<file path="config.mk">
export PLATFORM = sky130hd
export DESIGN_NAME = dlnp_bank_ctrl
export DESIGN_NICKNAME = d
export VERILOG_FILES = /design/src/rtl/dlnp_bank_ctrl.sv
export SDC_FILE = /design/constraint.sdc
export NUM_CORES = 1
export LEC_CHECK = 0
export CORE_MARGIN = 2
export CORE_UTILIZATION = 46
export CTS_CLUSTER_DIAMETER = 200
export CTS_CLUSTER_SIZE = 24
export DETAILED_ROUTE_END_ITERATION = 8
export MAX_ROUTING_LAYER = met4
export PLACE_DENSITY_LB_ADDON = 0.15
export RECOVER_POWER = 25
export SLEW_MARGIN = 0
export SYNTH_ARGS = -nofsm -noshare
export SYNTH_HDL_FRONTEND = slang
export SYNTH_SLANG_ARGS = --single-unit
</file>
<file path="constraint.sdc">
create_clock -name CLK -period 3.25 [get_ports CLK]
set_input_delay 0.65 -clock CLK [delete_from_list [all_inputs] [get_ports CLK]]
set_output_delay 0.65 -clock CLK [all_outputs]
set_load 0.01 [all_outputs]
</file>
<file path="src/rtl/dlnp_bank_ctrl.sv">
// dlnp_bank_ctrl: write scheduler / arbiter for a bank of DLNP latch words.
// Two write ports and one bulk-preset port share the bank. Every latch gate,
// preset and data line is driven from a flop so the latches only ever see
// glitch-free controls. Each write runs setup -> open -> hold, so the data bus
// is stable for the whole time a gate is open.
//
// Handshake: a requester raises REQx (or PRE_REQ) and keeps it, together with
// its ADDRx/DATAx, stable until it sees the one-cycle ACKx (PRE_ACK) pulse; it
// may drop or change them from the following cycle. Grants are only taken in
// IDLE, so a request still high in the ACK cycle is served again only when IDLE
// re-samples it one cycle later.
module dlnp_bank_ctrl #(
  parameter int DEPTH = 8,
  parameter int AW    = 4,
  parameter int WIDTH = 8
) (
  input  logic             CLK,
  input  logic             RESETN,
  input  logic             REQ0,
  input  logic [AW-1:0]    ADDR0,
  input  logic [WIDTH-1:0] DATA0,
  input  logic             REQ1,
  input  logic [AW-1:0]    ADDR1,
  input  logic [WIDTH-1:0] DATA1,
  output logic             ACK0,
  output logic             ACK1,
  output logic             ERR,
  input  logic             PRE_REQ,
  output logic             PRE_ACK,
  output logic [WIDTH-1:0] LAT_D,
  output logic [DEPTH-1:0] LAT_G,
  output logic [DEPTH-1:0] LAT_PRESET,
  output logic             BUSY,
  output logic [2:0]       STATE
);

  typedef enum logic [2:0] {
    IDLE  = 3'd0,
    SETUP = 3'd1,
    OPEN  = 3'd2,
    HOLD  = 3'd3,
    PRE1  = 3'd4,
    PRE2  = 3'd5
  } state_t;

  localparam logic [31:0] DEPTH_U = DEPTH;

  state_t           state;
  logic [AW-1:0]    a;         // captured write address
  logic             lg;        // last granted port (1 after reset so port 0 wins first)
  logic             port;      // port owning the write in flight
  logic             err_flag;  // captured address was outside the bank
  logic             in_range;
  logic             grant0;
  logic             grant1;
  logic [DEPTH-1:0] one_hot;

  // Debug view of the FSM state for checkers.
  assign STATE = state;

  // Address decode of the captured address; only consumed in SETUP.
  assign in_range = ({{(32-AW){1'b0}}, a} < DEPTH_U);
  assign one_hot  = {{(DEPTH-1){1'b0}}, 1'b1} << a;

  // Two-port arbitration: a lone requester wins, a tie goes to the port
  // opposite the last grant. Preset priority is applied in the FSM.
  assign grant1 = REQ1 & (~REQ0 | ~lg);
  assign grant0 = REQ0 & ~grant1;

  // Single FSM; every output is loaded with the value it must hold in the
  // state being entered, so no output is decoded from the state. LAT_D doubles
  // as the captured write-data register and is only reloaded at a grant.
  always_ff @(posedge CLK or negedge RESETN) begin
    if (!RESETN) begin
      state      <= IDLE;
      a          <= '0;
      lg         <= 1'b1;
      port       <= 1'b0;
      err_flag   <= 1'b0;
      LAT_D      <= '0;
      LAT_G      <= '1;
      LAT_PRESET <= '0;
      ACK0       <= 1'b0;
      ACK1       <= 1'b0;
      ERR        <= 1'b0;
      PRE_ACK    <= 1'b0;
      BUSY       <= 1'b0;
    end else begin
      ACK0    <= 1'b0;
      ACK1    <= 1'b0;
      ERR     <= 1'b0;
      PRE_ACK <= 1'b0;
      case (state)
        IDLE: begin
          if (PRE_REQ) begin
            state      <= PRE1;
            LAT_PRESET <= '1;
            LAT_G      <= '1;
            BUSY       <= 1'b1;
          end else if (grant0 || grant1) begin
            state <= SETUP;
            a     <= grant1 ? ADDR1 : ADDR0;
            LAT_D <= grant1 ? DATA1 : DATA0;
            LAT_G <= '1;
            port  <= grant1;
            lg    <= grant1;
            BUSY  <= 1'b1;
          end
        end
        SETUP: begin
          // Open exactly one gate for one cycle; an out-of-bank address opens none.
          state    <= OPEN;
          LAT_G    <= in_range ? ~one_hot : '1;
          err_flag <= ~in_range;
        end
        OPEN: begin
          state <= HOLD;
          LAT_G <= '1;
          ACK0  <= ~port;
          ACK1  <= port;
          ERR   <= err_flag;
        end
        HOLD: begin
          state <= IDLE;
          BUSY  <= 1'b0;
        end
        PRE1: begin
          state   <= PRE2;
          PRE_ACK <= 1'b1;
        end
        PRE2: begin
          state      <= IDLE;
          LAT_PRESET <= '0;
          BUSY       <= 1'b0;
        end
        default: begin
          state      <= IDLE;
          LAT_G      <= '1;
          LAT_PRESET <= '0;
          BUSY       <= 1'b0;
        end
      endcase
    end
  end

endmodule

</file>
==> results.ini, run 1 <==
[floorplanning]
start_util_pct = 49.5
ioPinCount = 61
die_h_um = 61.8
die_w_um = 61.8
std_cell_rows = 20
die_area_mm2 = 0.00382
coreArea_mm2 = 0.00310

[route]
drtIter0Drc = 43
drc = 0
drt-total-wl_um = 3150
viasPerCell = 5.08
ant_nets = 0
vias = 1113
avgRoutedWirePerCell_um = 14.4
firstDrtPassIters = 4

[clocking]
worstSkewPairLatency_ns = 0.33
hold_buffers = 0
clockBufferDepth = 2
cts_buffers = 5
htree_levels = 2
cts-resized-gates = 0
postCtsSetupRepairBufs = 0
clk_pin_slew_worst_paths_ns = 0.10
clock_sinks = 32
cts-root-buf = clkbuf_4
cts_tree = built

[synthesis]
synth_top_area_share_pct = 37.5
synthCells = 116
synth_area_leader_cell = dfrtp_1
yosysWarnings = 0
synth_area_leaders = dfrtp_1 (37%), mux2_2 (17%), dfstp_2 (15%)
synth-seq-area-share_pct = 52.9
synth_cell_type_count = 34
synth-seq-cells = 32
syn_avg_cell_area_um2 = 13.2
syn-cell-area_mm2 = 0.00154
syn-num-nets = 145

[placement]
dp_cells = 211
dp_hpwl_um = 2380
gp_congestion = 0.769
port_buffers = 60

[sta]
slew-limit-headroom_pct = -8.77
fmax_ghz = 0.426
slew_violations = 33
period_minus_slack_ns = 2.35
finClkSkew_ns = 0.0143
setup_viol = 0
tightest_slew_ns = 1.63
finalSetupTns_ns = 0
rsz0062_at_grt = no
period_share_pct = 72.2
hold_violations = 0

[global_route]
grt_pass1_wl_um = 5200
grt_usage_pct = 19.5
grt_max_degree = 33
grt_pass1_vias = 1123
gr-total-overflow = 0
antenna_found_initial = 0

[finish]
nets = 203
final_cell_mix = clkdlybuf4s50_1 (59), dfrtp_1 (23), mux2_2 (23)
antennaDiodeCount = 0
finalNonFillerCells = 219
drive_above_1_share_pct = 24.6
fillers = 245
final_common_cell = clkdlybuf4s50_1
syn2layout_area_growth_pct = 41.2

[worst_setup_path]
crit_chain = clkdlybuf4s50_1
cp-start-kind = flip-flop
cp_slowest_stage_delay_ns = 0.72
crit_type = flip-flop to output port
cp_slowest_cell = dfrtp_1
critPathMaxFanout = 17
critPathArrivalTime_ns = 1.70
rrSetupSlack_ns = 0.94
crit_buf_inv = 1
crit_path_end_kind = output port
crit_family = flip-flops
required_ns = 2.60

[run_status]
outcome = finished, violations left
violations = capacitance limit, slew limit

[min_path]
hp-class = flip-flop to flip-flop

[power_and_ir_drop]
power.static_leakage_uw = 0.000890
p_per_area_mw_per_mm2 = 833
ir_worst_vdd_v = 0.000396

[flow_run]
maxCapViolCount = 1

per-layer routing:
layer / global-route usage (%) / up-vias / wire length, um
met1: 23.8 / 543 / 1320
met5: - / - / 0
met4: 3.65 / 0 / 0
met2: 32.5 / 42 / 1640
li1: - / 528 / -
met3: 5.80 / 0 / 179
where the power goes:
group | switching [uW] | leakage, uW | internal, uW | total [uW]
clock network | 127 | 0.0000386 | 127 | 255
logic | 316 | 0.000477 | 505 | 821
registers | 165 | 0.000374 | 567 | 733
stage by stage:
step / hold slack (ns) / instance area (um^2) / total power, uW / setup slack, ns / util, %
2_1_floorplan: 0.354 / 1540 / 1240 / 1.35 / -
3_3_place_gp: 0.440 / 2120 / 1560 / 0.773 / 68.3
3_5_place_dp: 0.450 / 2120 / 1600 / 0.747 / 68.3
4_1_cts: 0.443 / 2190 / 1850 / 0.901 / 70.6
5_1_grt: 0.475 / 2170 / 1940 / 0.643 / 69.9
6_report: 0.441 / 2170 / 1810 / 0.904 / 69.9
registers in the layout (all words and copies together), names as in the netlist:
| name | cells |
|---|---|
| BUSY | 1 |
| err_flag | 1 |
| a | 4 |
| LAT_PRESET | 1 |
| ERR | 1 |
| ACK1 | 1 |
| PRE_ACK | 1 |
| LAT_D | 8 |
| port | 1 |
| ACK0 | 1 |
| STATE | 3 |
| LAT_G | 8 |
| lg | 1 |
area by class of cell:
type,count,area (um^2),share of cell area [%]
Tap cell,44,55.1,2.54
Clock buffer,8,68.8,3.17
Multi-Input combinational cell,67,596,27.5
Inverter,5,18.8,0.865
Sequential cell,32,812,37.4
Timing Repair Buffer,63,619,28.5
worst paths after layout:
path / depth (start not counted) / end / start
worst max-delay path: 1 / STATE[2] / STATE[2]
worst min-delay path: 1 / ACK0 / port
worst min register to register: 1 / ACK0 / port
worst max register to register: 3 / LAT_D[6] / STATE[0]
max in group asynchronous: 2 / a[2] / RESETN
min in group asynchronous: 2 / ACK0 / RESETN
cells in the mapped netlist, drive strengths merged:
master / n
nand3b: 1
o21a: 1
nor2: 6
o21bai: 1
dfstp: 9
nor4b: 1
xnor2: 1
o22a: 1
inv: 5
a221oi: 1
and3b: 1
or4b: 1
dfrtp: 23
nand2: 2
nand2b: 1
a21oi: 3
o21ai: 1
a21boi: 1
a221o: 1
nor3: 2
and2: 3
o32a: 4
a21o: 1
nor3b: 1
nor4: 1
mux2i: 4
clkbuf: 1
o31a: 1
a2bb2oi: 1
mux2: 23
buf: 11
a32oi: 2
kinds of logic after synthesis:
| family | count (synthesis) | synth area share [%] |
|---|---|---|
| multiplexers | 27 | 19.5 |
| XOR/XNOR | 1 | 0.570 |
| buffers and inverters | 17 | 7.33 |
| AND/OR/NAND/NOR | 20 | 9.45 |
| AO/OA/AOI/OAI | 19 | 10.3 |
| flip-flops | 32 | 52.9 |
Note: power is estimated with default switching activity, not from simulation.
==> run 2, diff against run 1 <==
CORE_UTILIZATION = 43   (was 46)
clock period = 2.2 ns   (was 3.25 ns; I/O delays follow)
==> results.ini, run 2 (synthesis results as in run 1) <==
[finish]
nets = 203  ; unchanged
largestRegisters = LAT_D x8, LAT_G x8, a x4
final_common_cell = clkdlybuf4s50_1
antennaDiodeCount = 0  ; unchanged
fillers = 253  ; +3.3%
drive_above_1_share_pct = 26.3  ; +1.7 points
syn2layout_area_growth_pct = 43.9
final_area_mm2 = 0.00221  ; +1.9%
finalNonFillerCells = 221  ; +0.91%
final_cell_mix = clkdlybuf4s50_1 (59), mux2_2 (23), dfrtp_1 (22)

[sta]
setup_viol = 0  ; unchanged
slew-limit-headroom_pct = 49.4  ; +58 points
period_minus_slack_ns = 2.01
slew_violations = 0  ; -100%
period_share_pct = 91.2
finalSetupTns_ns = 0  ; unchanged
finClkSkew_ns = 0.00682  ; -0.00746 ns
tightest_slew_ns = 0.760  ; -0.872 ns
fmax_ghz = 0.498
rsz0062_at_grt = no
hold_violations = 0  ; unchanged

[floorplanning]
ioPinCount = 61  ; unchanged
die_h_um = 63.8  ; +3.2%
std_cell_rows = 21  ; +5.0%
die_area_mm2 = 0.00407  ; +6.5%
start_util_pct = 45.3  ; -4.2 points
die_w_um = 63.8  ; +3.2%
coreArea_mm2 = 0.00339  ; +9.2%

[clocking]
clk_pin_slew_worst_paths_ns = 0.10  ; about the same
cts_tree = built
cts_buffers = 5  ; unchanged
htree_levels = 2  ; unchanged
clockBufferDepth = 2  ; unchanged
hold_buffers = 0  ; unchanged
cts-root-buf = clkbuf_4
cts-resized-gates = 0  ; unchanged
worstSkewPairLatency_ns = 0.34  ; about the same
postCtsSetupRepairBufs = 0  ; unchanged
clock_sinks = 32  ; unchanged

[worst_setup_path]
crit_type = flip-flop to output port
critPathArrivalTime_ns = 1.57  ; -0.13 ns
cp_slowest_stage_delay_ns = 0.62  ; -0.10 ns
critPathMaxFanout = 10  ; -7
crit_family = buffers and inverters
crit_chain = clkdlybuf4s50_1
required_ns = 1.76  ; -0.84 ns
cp_slowest_cell = clkdlybuf4s50_1
crit_path_end_kind = output port
crit_buf_inv = 1  ; unchanged
cp-start-kind = flip-flop

[route]
avgRoutedWirePerCell_um = 13.9  ; -3.1%
drtIter0Drc = 43  ; unchanged
vias = 1104  ; -0.81%
ant_nets = 0  ; unchanged
drt-total-wl_um = 3080  ; -2.3%
viasPerCell = 5.00  ; -1.7%
drc = 0  ; unchanged
firstDrtPassIters = 4  ; unchanged

[global_route]
grt_usage_pct = 17.8  ; -1.7 points
antenna_found_initial = 0  ; unchanged
grt_pass1_wl_um = 5370  ; +3.2%
grt_pass1_vias = 1115  ; -0.71%
gr-total-overflow = 0  ; unchanged
grt_max_degree = 33  ; unchanged

[flow_run]
maxCapViolCount = 0  ; -1

[run_status]
outcome = finished, final reports clean

[placement]
port_buffers = 60  ; unchanged
dp_hpwl_um = 2300  ; -3.6%
gp_congestion = 0.667  ; -13%
place_area_mm2 = 0.00214  ; +0.71%
dp_cells = 213  ; +0.95%

[min_path]
hp-class = flip-flop to flip-flop

[power_and_ir_drop]
power.static_leakage_uw = 0.000906  ; +1.8%
ir_worst_vdd_v = 0.000670  ; +69%
p_per_area_mw_per_mm2 = 1260  ; +51%
p_total_uw = 2780  ; +54%

## run 2: changes by cell type in the layout (fill, tap and decap cells not counted)
cell and delta:
nor2_8 +1, nor2_1 -1, clkbuf_2 +1, dfrtp_1 -1, clkinv_2 +1, clkbuf_8 -2, dfrtp_2 +1, bufinv_16 +1
buf_4 -1, clkbuf_1 -1, buf_12 +1
## run 2: path summary, 6_finish.rpt
| kind | cells after the start | slack (ns) | startpoint | endpoint |
|---|---|---|---|---|
| setup / recovery | 1 | 0.19 | STATE[1] | STATE[1] |
| hold / removal | 2 | 0.47 | LAT_G[2] | LAT_G[2] |
| setup reg to reg | 4 | 0.52 | STATE[0] | LAT_D[2] |
| hold reg to reg | 2 | 0.47 | LAT_G[2] | LAT_G[2] |
| max in group asynchronous | 2 | 0.98 | RESETN | STATE[2] |
| min in group asynchronous | 2 | 0.69 | RESETN | a[1] |
## run 2: metal layers
| layer | vias to the layer above | GRT usage [%] | part of all wire, % |
|---|---|---|---|
| met5 | - | - | 0 |
| met4 | 0 | 6.52 | 1.6 |
| met3 | 6 | 6.34 | 6.5 |
| met2 | 37 | 27.8 | 51 |
| met1 | 528 | 21.3 | 41 |
| li1 | 533 | - | - |
## run 2: final cells by class
type                       instances  area, um^2  share of cell area [%]
clock buffer                       6        41.3                    1.87
clock inverter                     2        35.0                    1.58
inverter                           5        18.8                   0.849
multi-input combinational         67         612                    27.7
sequential                        32         813                    36.8
tap                               46        57.6                    2.60
timing repair buffer              63         633                    28.6
## run 2: power by group
part / switching [uW] / internal, uW
clock network: 201 / 238
logic: 473 / 773
registers: 257 / 840
## run 2: per-stage QoR
stage	utilization [%]	setup slack (ns)	hold slack (ns)
2_1_floorplan	-	0.508	0.144
4_1_cts	65.3	0.0908	0.479
3_3_place_gp	63.0	0.120	0.452
3_5_place_dp	63.0	0.111	0.460
6_report	65.2	0.193	0.473
5_1_grt	65.2	0.111	0.498
